## config.mk

```make
export PLATFORM = sky130hd
export DESIGN_NAME = pulse_stretcher
export DESIGN_NICKNAME = d
export VERILOG_FILES = /design/src/rtl/pulse_stretcher.sv
export SDC_FILE = /design/constraint.sdc
export NUM_CORES = 1
export LEC_CHECK = 0
export ABC_AREA = 1
export BUFFER_PORTS_ARGS = -buffer_cell sky130_fd_sc_hd__buf_2
export CORE_MARGIN = 2
export CORE_UTILIZATION = 48
export CTS_BUF_LIST = sky130_fd_sc_hd__clkbuf_4
export DETAILED_ROUTE_END_ITERATION = 16
export SLEW_MARGIN = 30
export SYNTH_ARGS = -nofsm -noshare
export SYNTH_HDL_FRONTEND = slang
export SYNTH_SLANG_ARGS = --single-unit
```

## constraint.sdc

```tcl
create_clock -name clk -period 3 [get_ports clk]
set_input_delay 0.45 -clock clk [delete_from_list [all_inputs] [get_ports clk]]
set_output_delay 0.45 -clock clk [all_outputs]
set_load 0.02 [all_outputs]
```

## src/rtl/pulse_stretcher.sv

```systemverilog
// Stretches one-cycle event strobes into ON_CYCLES-long high levels, each followed by a GAP_CYCLES low gap.
// A strobe sampled in IDLE raises level_out on the next edge. There is no backpressure: events that arrive while a flash runs are queued, and are dropped with an overflow pulse only when the queue is full.
module pulse_stretcher #(
    parameter int ON_CYCLES  = 12_500_000,
    parameter int GAP_CYCLES = 12_500_000,
    parameter int PEND_W     = 4
) (
    input  logic              clk,
    input  logic              rst,
    input  logic              pulse_in,
    output logic              level_out,
    output logic              busy,
    output logic [PEND_W-1:0] pending,
    output logic              overflow
);

    localparam int MAX_CYC = (ON_CYCLES > GAP_CYCLES) ? ON_CYCLES : GAP_CYCLES;
    localparam int TW      = $clog2(MAX_CYC + 1);

    localparam logic [TW-1:0]     ON_LOAD   = TW'(ON_CYCLES - 1);
    localparam logic [TW-1:0]     GAP_LOAD  = TW'(GAP_CYCLES - 1);
    localparam logic [TW-1:0]     TIMER_ONE = TW'(1);
    localparam logic [PEND_W-1:0] PEND_ONE  = PEND_W'(1);
    localparam logic [PEND_W-1:0] PEND_MAX  = {PEND_W{1'b1}};

    typedef enum logic [1:0] {
        S_IDLE = 2'd0,
        S_ON   = 2'd1,
        S_GAP  = 2'd2
    } state_t;

    state_t              state;
    state_t              state_nxt;
    logic [TW-1:0]       timer;
    logic [TW-1:0]       timer_nxt;
    logic [PEND_W-1:0]   pending_nxt;
    logic                overflow_nxt;
    logic                dec;
    logic                bypass;
    logic                inc;

    always_comb begin
        state_nxt = state;
        timer_nxt = timer;
        dec       = 1'b0;
        bypass    = 1'b0;
        case (state)
            S_IDLE: begin
                // A queued event has priority; a strobe arriving alongside it is queued instead.
                if (pending != '0) begin
                    state_nxt = S_ON;
                    timer_nxt = ON_LOAD;
                    dec       = 1'b1;
                end else if (pulse_in) begin
                    state_nxt = S_ON;
                    timer_nxt = ON_LOAD;
                    bypass    = 1'b1;
                end
            end
            S_ON: begin
                if (timer == '0) begin
                    state_nxt = S_GAP;
                    timer_nxt = GAP_LOAD;
                end else begin
                    timer_nxt = timer - TIMER_ONE;
                end
            end
            S_GAP: begin
                if (timer == '0) begin
                    if (pending != '0) begin
                        state_nxt = S_ON;
                        timer_nxt = ON_LOAD;
                        dec       = 1'b1;
                    end else begin
                        state_nxt = S_IDLE;
                    end
                end else begin
                    timer_nxt = timer - TIMER_ONE;
                end
            end
            default: begin
                state_nxt = S_IDLE;
                timer_nxt = '0;
            end
        endcase
    end

    always_comb begin
        inc          = pulse_in & ~bypass;
        pending_nxt  = pending;
        overflow_nxt = 1'b0;
        if (inc && !dec) begin
            if (pending == PEND_MAX) begin
                overflow_nxt = 1'b1;
            end else begin
                pending_nxt = pending + PEND_ONE;
            end
        end else if (dec && !inc) begin
            pending_nxt = pending - PEND_ONE;
        end
    end

    always_ff @(posedge clk) begin
        if (rst) begin
            state     <= S_IDLE;
            timer     <= '0;
            level_out <= 1'b0;
            busy      <= 1'b0;
            pending   <= '0;
            overflow  <= 1'b0;
        end else begin
            state     <= state_nxt;
            timer     <= timer_nxt;
            level_out <= (state_nxt == S_ON);
            busy      <= (state_nxt != S_IDLE);
            pending   <= pending_nxt;
            overflow  <= overflow_nxt;
        end
    end

endmodule

```

==> qor.csv, run 1 <==
metric;value;unit
slew_headroom;52.0;%
synth_warnings;0;
yosys_register_bits;33;
hold_start;timer[23]$_SDFFE_PP0P_;
critical_path.max_fanout;23;
post_cts_repair_timing_setup_buffer_count;0;
max_freq;0.381;GHz
design.die.area;5410;sq um
die_height;73.6;um
ys_seq_area_share;28.4;%
count_of_flip_flops_with_a_built_in_enable_after_synthesis;0;
post-synth-top-area-fraction;28.4;%
start_kind;register;
tritoncts;built;
synthesis.area;2320;sq um
area_delta_synth_final;5.93;%
row_count;25;
number_of_nets_in_the_finished_design;351;
synth_nets;341;
totalNegativeSetupSlack;0;ps
post_route_cells_drive_above_1_share;17.3;%
power.density;1020;nW/um^2
layout_common_cells;sky130_fd_sc_hd__nand2_1 (66), sky130_fd_sc_hd__nor2_1 (45), sky130_fd_sc_hd__inv_1 (35);
crit-reg2reg-capture;timer[0]$_SDFFE_PP0P_;
cts-buffers-inserted;5;
max-clock-path-buffers;2;
postSynth.asyncResetShare;0;%
antenna_cells;0;
first_pass_iters;4;
synth.distinct_cells;40;
layout.cells.most_common;sky130_fd_sc_hd__nand2_1;
path_class;reg2reg;
fin_crit;2630;ps
worstSkewPairLatency;340;ps
remaining_drcs;0;
final.fill_count;506;
antenna_found_initial;0;
first_pass_grt_wire_length;9170;um
reg2regPathDepth;12;
unrepaired_setup_endpoints_after_global_routing;false;
r2r_slack;370;ps
ys_top_cells_by_area;sky130_fd_sc_hd__dfxtp_1 (28%), sky130_fd_sc_hd__nand2_1 (11%), sky130_fd_sc_hd__nor2_1 (7.3%);
endpoint_kind;register;
routed_via_density;5.29;
layout_worst_path_cycle_share;87.5;%
run_status;finished clean;
post_drt_wl_per_cell;13.5;um
floorplan.initialDensity;49.5;%
floorplan.die.width;73.6;um
holdCritPathClass;reg2reg;
grt_start_max_net_pins;24;
final-setup-viol-count;0;
whs_endpoint;timer[23]$_SDFFE_PP0P_;
clkSinkCount;33;
regToRegStartpoint;state[0]$_SDFF_PP0_;
cts.hold.buffers_added;0;
yosysTopAreaCell;sky130_fd_sc_hd__dfxtp_1;
worst_endpoint_required_time;3280;ps
ir_drop_worst_case_vdd;504;uV
ant_nets;0;
total_grt_overflow;0;
synth.avg_cell_area;7.04;sq um
hpwl_after_dpl;4110;um
post-route-util;52.4;%
worst-slew-pin-transition;718;ps
crit_arrival;2910;ps
combined_global_route_utilization_of_all_metal_layers;22.0;%
portBuffers;9;
finalHoldViolations;0;
post_cts.resized_instances;0;
reg_clk_slew_reported_paths;110;ps
max_slew_violations;0;
via_count;2089;
placeableCoreArea;4690;sq um
first_global_vias;1961;
routabilityCongestion;0.808;
drt_iter0_drcs;141;
synthesis.instances;330;
drv_cap;0;
clock_tree.htree_level_count;2;
cts_root_buf;sky130_fd_sc_hd__clkbuf_4;
worst_clock_skew;14.5;ps
synth_ff_type;sky130_fd_sc_hd__dfxtp_1;
drt_wl_total;5340;um
top_level_ports;10;
timing.hold.worst_path_depth;2;
p_leak;1.17;nW
## registers in the layout, summed over array words and instances, names as in the netlist
register,cells
level_out,1
pending,4
overflow,1
state,2
busy,1
timer,24
## power breakdown
part	switching, mW	total (mW)	internal (mW)
registers	0.185	0.760	0.575
clock network	0.148	0.268	0.121
logic	0.943	1.48	0.534
## worst max path at each step
| stage | startpoint | slack [ps] | cells after the start | end |
|---|---|---|---|---|
| floorplan | state[0]$_SDFF_PP0_ | 880 | 14 | pending[3]$_SDFFE_PP0P_ |
| global placement | state[0]$_SDFF_PP0_ | 490 | 12 | timer[1]$_SDFFE_PP0P_ |
| detailed placement | state[0]$_SDFF_PP0_ | 400 | 12 | timer[0]$_SDFFE_PP0P_ |
| CTS | state[0]$_SDFF_PP0_ | 380 | 12 | timer[0]$_SDFFE_PP0P_ |
| global route | state[0]$_SDFF_PP0_ | 150 | 12 | timer[0]$_SDFFE_PP0P_ |
| finish | state[0]$_SDFF_PP0_ | 370 | 12 | timer[0]$_SDFFE_PP0P_ |
## critical path, stage by stage, from the launching register on
cell,delay (ps)
sky130_fd_sc_hd__dfxtp_1,370
sky130_fd_sc_hd__inv_1,100
sky130_fd_sc_hd__ha_1,270
sky130_fd_sc_hd__inv_1,110
sky130_fd_sc_hd__buf_4,200
sky130_fd_sc_hd__nor3_1,70
sky130_fd_sc_hd__inv_1,110
sky130_fd_sc_hd__nand2_4,190
sky130_fd_sc_hd__nor2_1,610
sky130_fd_sc_hd__inv_1,240
sky130_fd_sc_hd__a21oi_1,170
sky130_fd_sc_hd__a21oi_1,50
sky130_fd_sc_hd__nor2_1,90
## cells in the mapped netlist, drive strengths merged (2+ instances only)
library cell and count:
nand2 78, nor2 61, inv 36, dfxtp 33, a21oi 27, o21ai 20, nand3 18, ha 8
nor3 8, xor2 7, nand4 6, xnor2 5, clkbuf 4, buf 3, nor4 3, a31oi 2
nand3b 2, or2 2
## cell families after synthesis
kind of cell / after synthesis / synth area share, %
AO/OA/AOI/OAI: 55 / 13.3
flip-flops: 33 / 28.4
adder cells (fa/ha/maj): 8 / 4.31
buffers and inverters: 43 / 7.65
XOR/XNOR: 12 / 4.53
AND/OR/NAND/NOR: 179 / 41.8
## per-stage QoR
stage	hold WS, ps	power, mW	instance area (sq um)	worst slack (ps)	instances
after floorplan	469	1.95	2320	881	330
after global routing	530	2.75	2460	148	395
after CTS	510	2.52	2460	381	395
after global placement	494	2.24	2400	488	387
after detailed placement	496	2.25	2400	404	387
final	511	2.51	2460	374	395
## area by class of cell
type                       instances  area (sq um)  area share [%]
multi-input combinational        254          1480            60.3
clock buffer                       8          60.1            2.44
tap                               54          67.6            2.75
timing repair buffer              10          52.6            2.14
inverter                          36           135            5.49
sequential                        33           661            26.9
## routing by layer
metal / share of wire, % / global-route usage [%] / vias up
met5: 0 / 0 / -
met4: 1.2 / 7.68 / 0
met3: 3.1 / 3.98 / 6
met2: 47 / 35.6 / 31
met1: 48 / 29.2 / 959
li1: - / - / 1093
No activity file was read; power rests on OpenSTA's default activity.
==> run 2, diff against run 1 <==
--- a/config.mk
+++ b/config.mk
@@ -7,6 +7,7 @@
 export LEC_CHECK = 0
 export ABC_AREA = 1
 export BUFFER_PORTS_ARGS = -buffer_cell sky130_fd_sc_hd__buf_2
+export CORE_ASPECT_RATIO = 0.5
 export CORE_MARGIN = 2
 export CORE_UTILIZATION = 48
 export CTS_BUF_LIST = sky130_fd_sc_hd__clkbuf_4
==> constraint.sdc (replaced) <==
create_clock -name clk -period 2.65 [get_ports clk]
set_input_delay 0.3975 -clock clk [delete_from_list [all_inputs] [get_ports clk]]
set_output_delay 0.3975 -clock clk [all_outputs]
set_load 0.02 [all_outputs]
==> qor.csv, run 2 (synthesis gave the netlist of run 1 again) <==
metric;value;unit;change
run_status;finished clean;;unchanged
max_freq;0.448;GHz;was 0.381 GHz
regToRegStartpoint;timer[0]$_SDFFE_PP0P_;;was state[0]$_SDFF_PP0_
cts-buffers-inserted;5;;unchanged
power;2.82;mW;was 2.51 mW
combined_global_route_utilization_of_all_metal_layers;22.0;%;about the same
ir_drop_worst_case_vdd;464;uV;was 504 uV
unrepaired_setup_endpoints_after_global_routing;false;;unchanged
holdCritPathClass;in2reg;;was reg2reg
start_kind;register;;unchanged
via_count;2134;;was 2089
first_pass_iters;4;;unchanged
worst-slew-pin-transition;438;ps;was 718 ps
critical_path.max_stage_delay;370;ps;was 610 ps
ant_nets;0;;unchanged
power_dissipated_by_switching_net_loads;1.45;mW;was 1.28 mW
crit_arrival;2460;ps;was 2910 ps
startpoint;timer[0]$_SDFFE_PP0P_;;was state[0]$_SDFF_PP0_
endpoint_kind;register;;unchanged
drt_iter0_drcs;87;;was 141
number_of_nets_in_the_finished_design;353;;was 351
final-setup-viol-count;0;;unchanged
routed_via_density;5.23;;was 5.29
tritoncts;built;;unchanged
biggestRegsByFlops;timer (24), pending (4), state (2);;unchanged
portBuffers;9;;unchanged
clock_tree.htree_level_count;2;;unchanged
largest_register_ff_count;24;;unchanged
power.share.sequential;30.4;%;was 30.3%
reg2regPathDepth;16;;was 12
row_count;17;;was 25
max-clock-path-buffers;2;;unchanged
cts_root_buf;sky130_fd_sc_hd__clkbuf_4;;unchanged
antenna_cells;0;;unchanged
r2r_slack;420;ps;was 370 ps
post_drt_wl_per_cell;13.0;um;was 13.5 um
post_cts.resized_instances;0;;unchanged
critical_path.max_fanout;8;;was 23
max_slew_violations;0;;unchanged
p_leak;1.17;nW;about the same
drv_cap;0;;unchanged
power.density;1140;nW/um^2;was 1020 nW/um^2
layout.cells.most_common;sky130_fd_sc_hd__nand2_1;;unchanged
worst_endpoint_required_time;2870;ps;was 3280 ps
grt_start_max_net_pins;24;;unchanged
clkSinkCount;33;;unchanged
post_route_cells_drive_above_1_share;17.3;%;about the same
final.fill_count;461;;was 506
timing.critical_path.to;pending[3]$_SDFFE_PP0P_;;was timer[0]$_SDFFE_PP0P_
crit-reg2reg-capture;pending[3]$_SDFFE_PP0P_;;was timer[0]$_SDFFE_PP0P_
path_class;reg2reg;;unchanged
floorplan.die.width;102;um;was 73.6 um
layout_worst_path_cycle_share;84.3;%;was 87.5%
placeableCoreArea;4530;sq um;was 4690 sq um
layout_common_cells;sky130_fd_sc_hd__nand2_1 (66), sky130_fd_sc_hd__nor2_1 (45), sky130_fd_sc_hd__inv_1 (35);;unchanged
routabilityCongestion;0.900;;was 0.808
crit_buf_inv;3;;was 5
timing.critical_path.cells;inv_1, ha_1, nand2_2, nor2_4, nand2_4, nor2_8, nand3_4, nand3_4, ha_1, inv_1, o311ai_1, nand2_2, inv_2, nand3_1, nand2_1, nor2_1;;was inv_1, ha_1, inv_1, buf_4, nor3_1, inv_1, nand2_4, nor2_1, inv_1, a21oi_1, a21oi_1, nor2_1
finalHoldViolations;0;;unchanged
design.die.area;5440;sq um;was 5410 sq um
area_delta_synth_final;6.74;%;was 5.93%
cts.hold.buffers_added;0;;unchanged
internal_power;1.37;mW;was 1.23 mW
top_level_ports;10;;unchanged
comb_power_share;59.8;%;was 59.0%
total_grt_overflow;0;;unchanged
critPathTopFamily;simple AND/OR/NAND/NOR gates;;unchanged
die_height;53.2;um;was 73.6 um
slew_headroom;70.8;%;was 52.0%
critical_path.slowest_cell;sky130_fd_sc_hd__dfxtp_1;;was sky130_fd_sc_hd__nor2_1
power.clock.fraction;9.8;%;was 10.7%
reg_clk_slew_reported_paths;90;ps;was 110 ps
worst_clock_skew;13.5;ps;was 14.5 ps
hpwl_after_dpl;4130;um;was 4110 um
fin_crit;2230;ps;was 2630 ps
floorplan.initialDensity;51.3;%;was 49.5%
first_pass_grt_wire_length;9050;um;was 9170 um
totalNegativeSetupSlack;0;ps;unchanged
power.share.switching;51.3;%;was 50.9%
antenna_found_initial;0;;unchanged
registers.top_by_ff_count;timer;;unchanged
timing.critical_path.depth;16;;was 12
worstSkewPairLatency;330;ps;was 340 ps
post_cts_repair_timing_setup_buffer_count;0;;unchanged
drt_wl_total;5320;um;was 5340 um
first_global_vias;1914;;was 1961
remaining_drcs;0;;unchanged
## run 2: how the worst min path moves through the flow
| stage | startpoint | end | slack (ps) | cells after the start |
|---|---|---|---|---|
| 6_report | rst | timer[4]$_SDFFE_PP0P_ | 490 | 2 |
| 3_3_place_gp | timer[23]$_SDFFE_PP0P_ | timer[23]$_SDFFE_PP0P_ | 480 | 2 |
| 4_1_cts | rst | timer[3]$_SDFFE_PP0P_ | 480 | 2 |
| 2_1_floorplan | timer[23]$_SDFFE_PP0P_ | timer[23]$_SDFFE_PP0P_ | 470 | 2 |
| 3_5_place_dp | timer[23]$_SDFFE_PP0P_ | timer[23]$_SDFFE_PP0P_ | 490 | 2 |
| 5_1_grt | rst | timer[2]$_SDFFE_PP0P_ | 510 | 2 |
## run 2: final cells by class
| cell class | instances | area (sq um) | share of cell area [%] |
|---|---|---|---|
| Clock inverter | 1 | 3.75 | 0.151 |
| Timing Repair Buffer | 12 | 67.6 | 2.73 |
| Inverter | 36 | 135 | 5.45 |
| Sequential cell | 33 | 661 | 26.7 |
| Tap cell | 66 | 82.6 | 3.33 |
| Multi-Input combinational cell | 254 | 1480 | 59.9 |
| Clock buffer | 6 | 45.0 | 1.82 |
## run 2: metrics by stage
step	hold slack [ps]	setup slack [ps]	cell area [sq um]	cells	utilization, %
5_1_grt	510	184	2480	408	54.7
2_1_floorplan	469	531	2320	330	-
3_3_place_gp	484	524	2430	401	53.6
4_1_cts	484	420	2480	408	54.7
6_report	491	416	2480	408	54.7
3_5_place_dp	493	446	2430	401	53.6
## run 2: routing by layer
metal  up-vias  share of wire [%]  GRT usage [%]
met5         -                  0              0
li1       1093                  -              -
met4         0               0.56           4.00
met1       980                 50           30.8
met3         5                7.3           5.28
met2        56                 42           35.0
## run 2: power by group through the flow
stage	clock [mW]	sequential, mW	combinational, mW
2_1_floorplan	0	0.864	1.35
4_1_cts	0.288	0.852	1.69
3_5_place_dp	0	0.864	1.68
6_report	0.276	0.857	1.69
5_1_grt	0.304	0.881	1.91
3_3_place_gp	0	0.862	1.67
==> run 3, diff against run 2 <==
--- a/config.mk
+++ b/config.mk
@@ -12,6 +12,7 @@
 export CORE_UTILIZATION = 48
 export CTS_BUF_LIST = sky130_fd_sc_hd__clkbuf_4
 export DETAILED_ROUTE_END_ITERATION = 16
+export PLACE_DENSITY = 0.67
 export SLEW_MARGIN = 30
 export SYNTH_ARGS = -nofsm -noshare
 export SYNTH_HDL_FRONTEND = slang
==> constraint.sdc (replaced) <==
create_clock -name clk -period 2 [get_ports clk]
set_input_delay 0.3 -clock clk [delete_from_list [all_inputs] [get_ports clk]]
set_output_delay 0.3 -clock clk [all_outputs]
set_load 0.02 [all_outputs]
==> qor.csv, run 3 (synthesis gave the netlist of run 1 again) <==
metric;value;unit;change
regToRegStartpoint;pending[3]$_SDFFE_PP0P_;;was timer[0]$_SDFFE_PP0P_
post-route-util;63.8;%;was 54.7%
remaining_drcs;0;;unchanged
final-setup-viol-count;0;;unchanged
row_count;17;;unchanged
endpoint_kind;register;;unchanged
antenna_found_initial;0;;unchanged
worstSkewPairLatency;340;ps;was 330 ps
slew_headroom;79.2;%;was 70.8%
cts-buffers-inserted;5;;unchanged
layout.cells.most_common;sky130_fd_sc_hd__nand2_1;;unchanged
worst_clock_skew;12.4;ps;was 13.5 ps
worst-slew-pin-transition;309;ps;was 438 ps
first_pass_grt_wire_length;9540;um;was 9050 um
post_drt_wl_per_cell;13.1;um;was 13.0 um
critical_path.max_stage_delay;360;ps;was 370 ps
final_area;2890;sq um;was 2480 sq um
first_pass_iters;5;;was 4
worst_endpoint_required_time;2230;ps;was 2870 ps
whs_endpoint;pending[3]$_SDFFE_PP0P_;;was timer[4]$_SDFFE_PP0P_
holdCritPathClass;in2reg;;unchanged
drt_iter0_drcs;66;;was 87
max_freq;0.513;GHz;was 0.448 GHz
met2_usage;37.1;%;was 35.0%
registers.top_by_ff_count;timer;;unchanged
fin_worst_hold_slack;325;ps;was 491 ps
crit_arrival;2180;ps;was 2460 ps
die_height;53.2;um;unchanged
crit-reg2reg-capture;pending[3]$_SDFFE_PP0P_;;unchanged
timing.critical_path.cells;nor2_1, nand3_4, nand2_2, nand3_4, ha_4, inv_4, o311ai_4, nand2_2, inv_2, nand3_2, nand2_1, nor2_1;;was inv_1, ha_1, nand2_2, nor2_4, nand2_4, nor2_8, nand3_4, nand3_4, ha_1, inv_1, o311ai_1, nand2_2, inv_2, nand3_1, nand2_1, nor2_1
path_class;reg2reg;;unchanged
start_kind;register;;unchanged
placeableCoreArea;4530;sq um;unchanged
critical_path.slowest_cell;sky130_fd_sc_hd__dfxtp_1;;unchanged
clkSinkCount;33;;unchanged
design.die.area;5440;sq um;unchanged
crit_buf_inv;2;;was 3
hold_start;rst;;unchanged
routed_via_density;5.08;;was 5.23
cts_root_buf;sky130_fd_sc_hd__clkbuf_4;;unchanged
unrepaired_setup_endpoints_after_global_routing;true;;was false
drv_cap;0;;unchanged
reg_clk_slew_reported_paths;90;ps;about the same
layout_worst_path_cycle_share;97.5;%;was 84.3%
power.density;1520;nW/um^2;was 1140 nW/um^2
critPathTopFamily;simple AND/OR/NAND/NOR gates;;unchanged
combined_global_route_utilization_of_all_metal_layers;23.4;%;was 22.0%
r2r_slack;50;ps;was 420 ps
place_inst;428;;was 401
area_delta_synth_final;24.4;%;was 6.74%
via_count;2239;;was 2134
final.fill_count;388;;was 461
ir_drop_worst_case_vdd;810;uV;was 464 uV
p_leak;1.36;nW;was 1.17 nW
max_slew_violations;0;;unchanged
startpoint;pending[3]$_SDFFE_PP0P_;;was timer[0]$_SDFFE_PP0P_
fin_crit;1950;ps;was 2230 ps
hpwl_after_dpl;4300;um;was 4130 um
globalRouteMet1Util;31.7;%;was 30.8%
timing.hold.worst_path_depth;4;;was 2
run_status;finished clean;;unchanged
grt_start_max_net_pins;21;;was 24
number_of_nets_in_the_finished_design;386;;was 353
globalRoute.busiestLayer;met2;;unchanged
biggestRegsByFlops;timer (24), pending (4), state (2);;unchanged
max-clock-path-buffers;2;;unchanged
finalHoldViolations;0;;unchanged
layoutNonFillerInstCount;441;;was 408
power;4.39;mW;was 2.82 mW
floorplan.die.width;102;um;unchanged
area_after_dpl;2660;sq um;was 2430 sq um
reg2regPathDepth;12;;was 16
ant_nets;0;;unchanged
cts.hold.buffers_added;0;;unchanged
grtUsageMet3;5.02;%;was 5.28%
portBuffers;9;;unchanged
routabilityCongestion;0.994;;was 0.900
antenna_cells;0;;unchanged
total_grt_overflow;0;;unchanged
setup_slack_placement;-27.3;ps;was 446 ps
largest_register_ff_count;24;;unchanged
final.setup.worst_slack;49.9;ps;was 416 ps
drt_wl_total;5760;um;was 5320 um
totalNegativeSetupSlack;0;ps;unchanged
post_route_cells_drive_above_1_share;35.2;%;was 17.3%
clock_tree.htree_level_count;2;;unchanged
tritoncts;built;;unchanged
critical_path.max_fanout;5;;was 8
first_global_vias;2071;;was 1914
layout_common_cells;sky130_fd_sc_hd__nand2_1 (64), sky130_fd_sc_hd__nor2_1 (41), sky130_fd_sc_hd__buf_4 (36);;was sky130_fd_sc_hd__nand2_1 (66), sky130_fd_sc_hd__nor2_1 (45), sky130_fd_sc_hd__inv_1 (35)
floorplan.initialDensity;51.3;%;unchanged
top_level_ports;10;;unchanged
run 3: cell types whose count changed in the layout (fill, tap and decap cells not counted), sizes merged:
cell  before  now
buf       12   45
run 3: layout make-up:
cell class	count	area, sq um	area share, %
clock buffer	6	45.0	1.56
clock inverter	1	3.75	0.130
inverter	36	138	4.76
multi-input combinational	254	1620	56.0
sequential	33	687	23.8
tap	66	82.6	2.86
timing repair buffer	45	315	10.9
run 3: metal layers:
layer  wire length, um  up-vias
met5                 0        -
met4                53        0
met3               288       10
met2              2570       49
met1              2850     1018
li1                  -     1162
run 3: worst max path at each step:
stage                     slack [ps]  cells past startpoint                       to
after floorplan                   30                     16  pending[2]$_SDFFE_PP0P_
after global placement            30                     13  pending[2]$_SDFFE_PP0P_
after detailed placement         -30                     16  pending[3]$_SDFFE_PP0P_
after CTS                          3                     16  pending[2]$_SDFFE_PP0P_
after global routing             -80                     15  pending[3]$_SDFFE_PP0P_
final                             50                     12  pending[3]$_SDFFE_PP0P_
run 3: tightest hold or removal path, delay by kind of cell:
| family | cells | cell delay [ps] |
|---|---|---|
| buf+inv | 2 | 200 |
| simple gates | 2 | 120 |
run 3: repair_timing:
| action | 4_1_cts | 5_1_grt |
|---|---|---|
| gates resized for setup | 6 | 43 |
| setup endpoints to repair | 2 | 27 |
| pin swaps | 0 | 15 |
| buffers inserted | 0 | 6 |
run 3: power breakdown:
group	total (mW)	internal, mW	switching (mW)
clock network	0.366	0.141	0.225
registers	1.12	0.890	0.226
logic	2.91	1.19	1.72
total	4.39	2.22	2.17
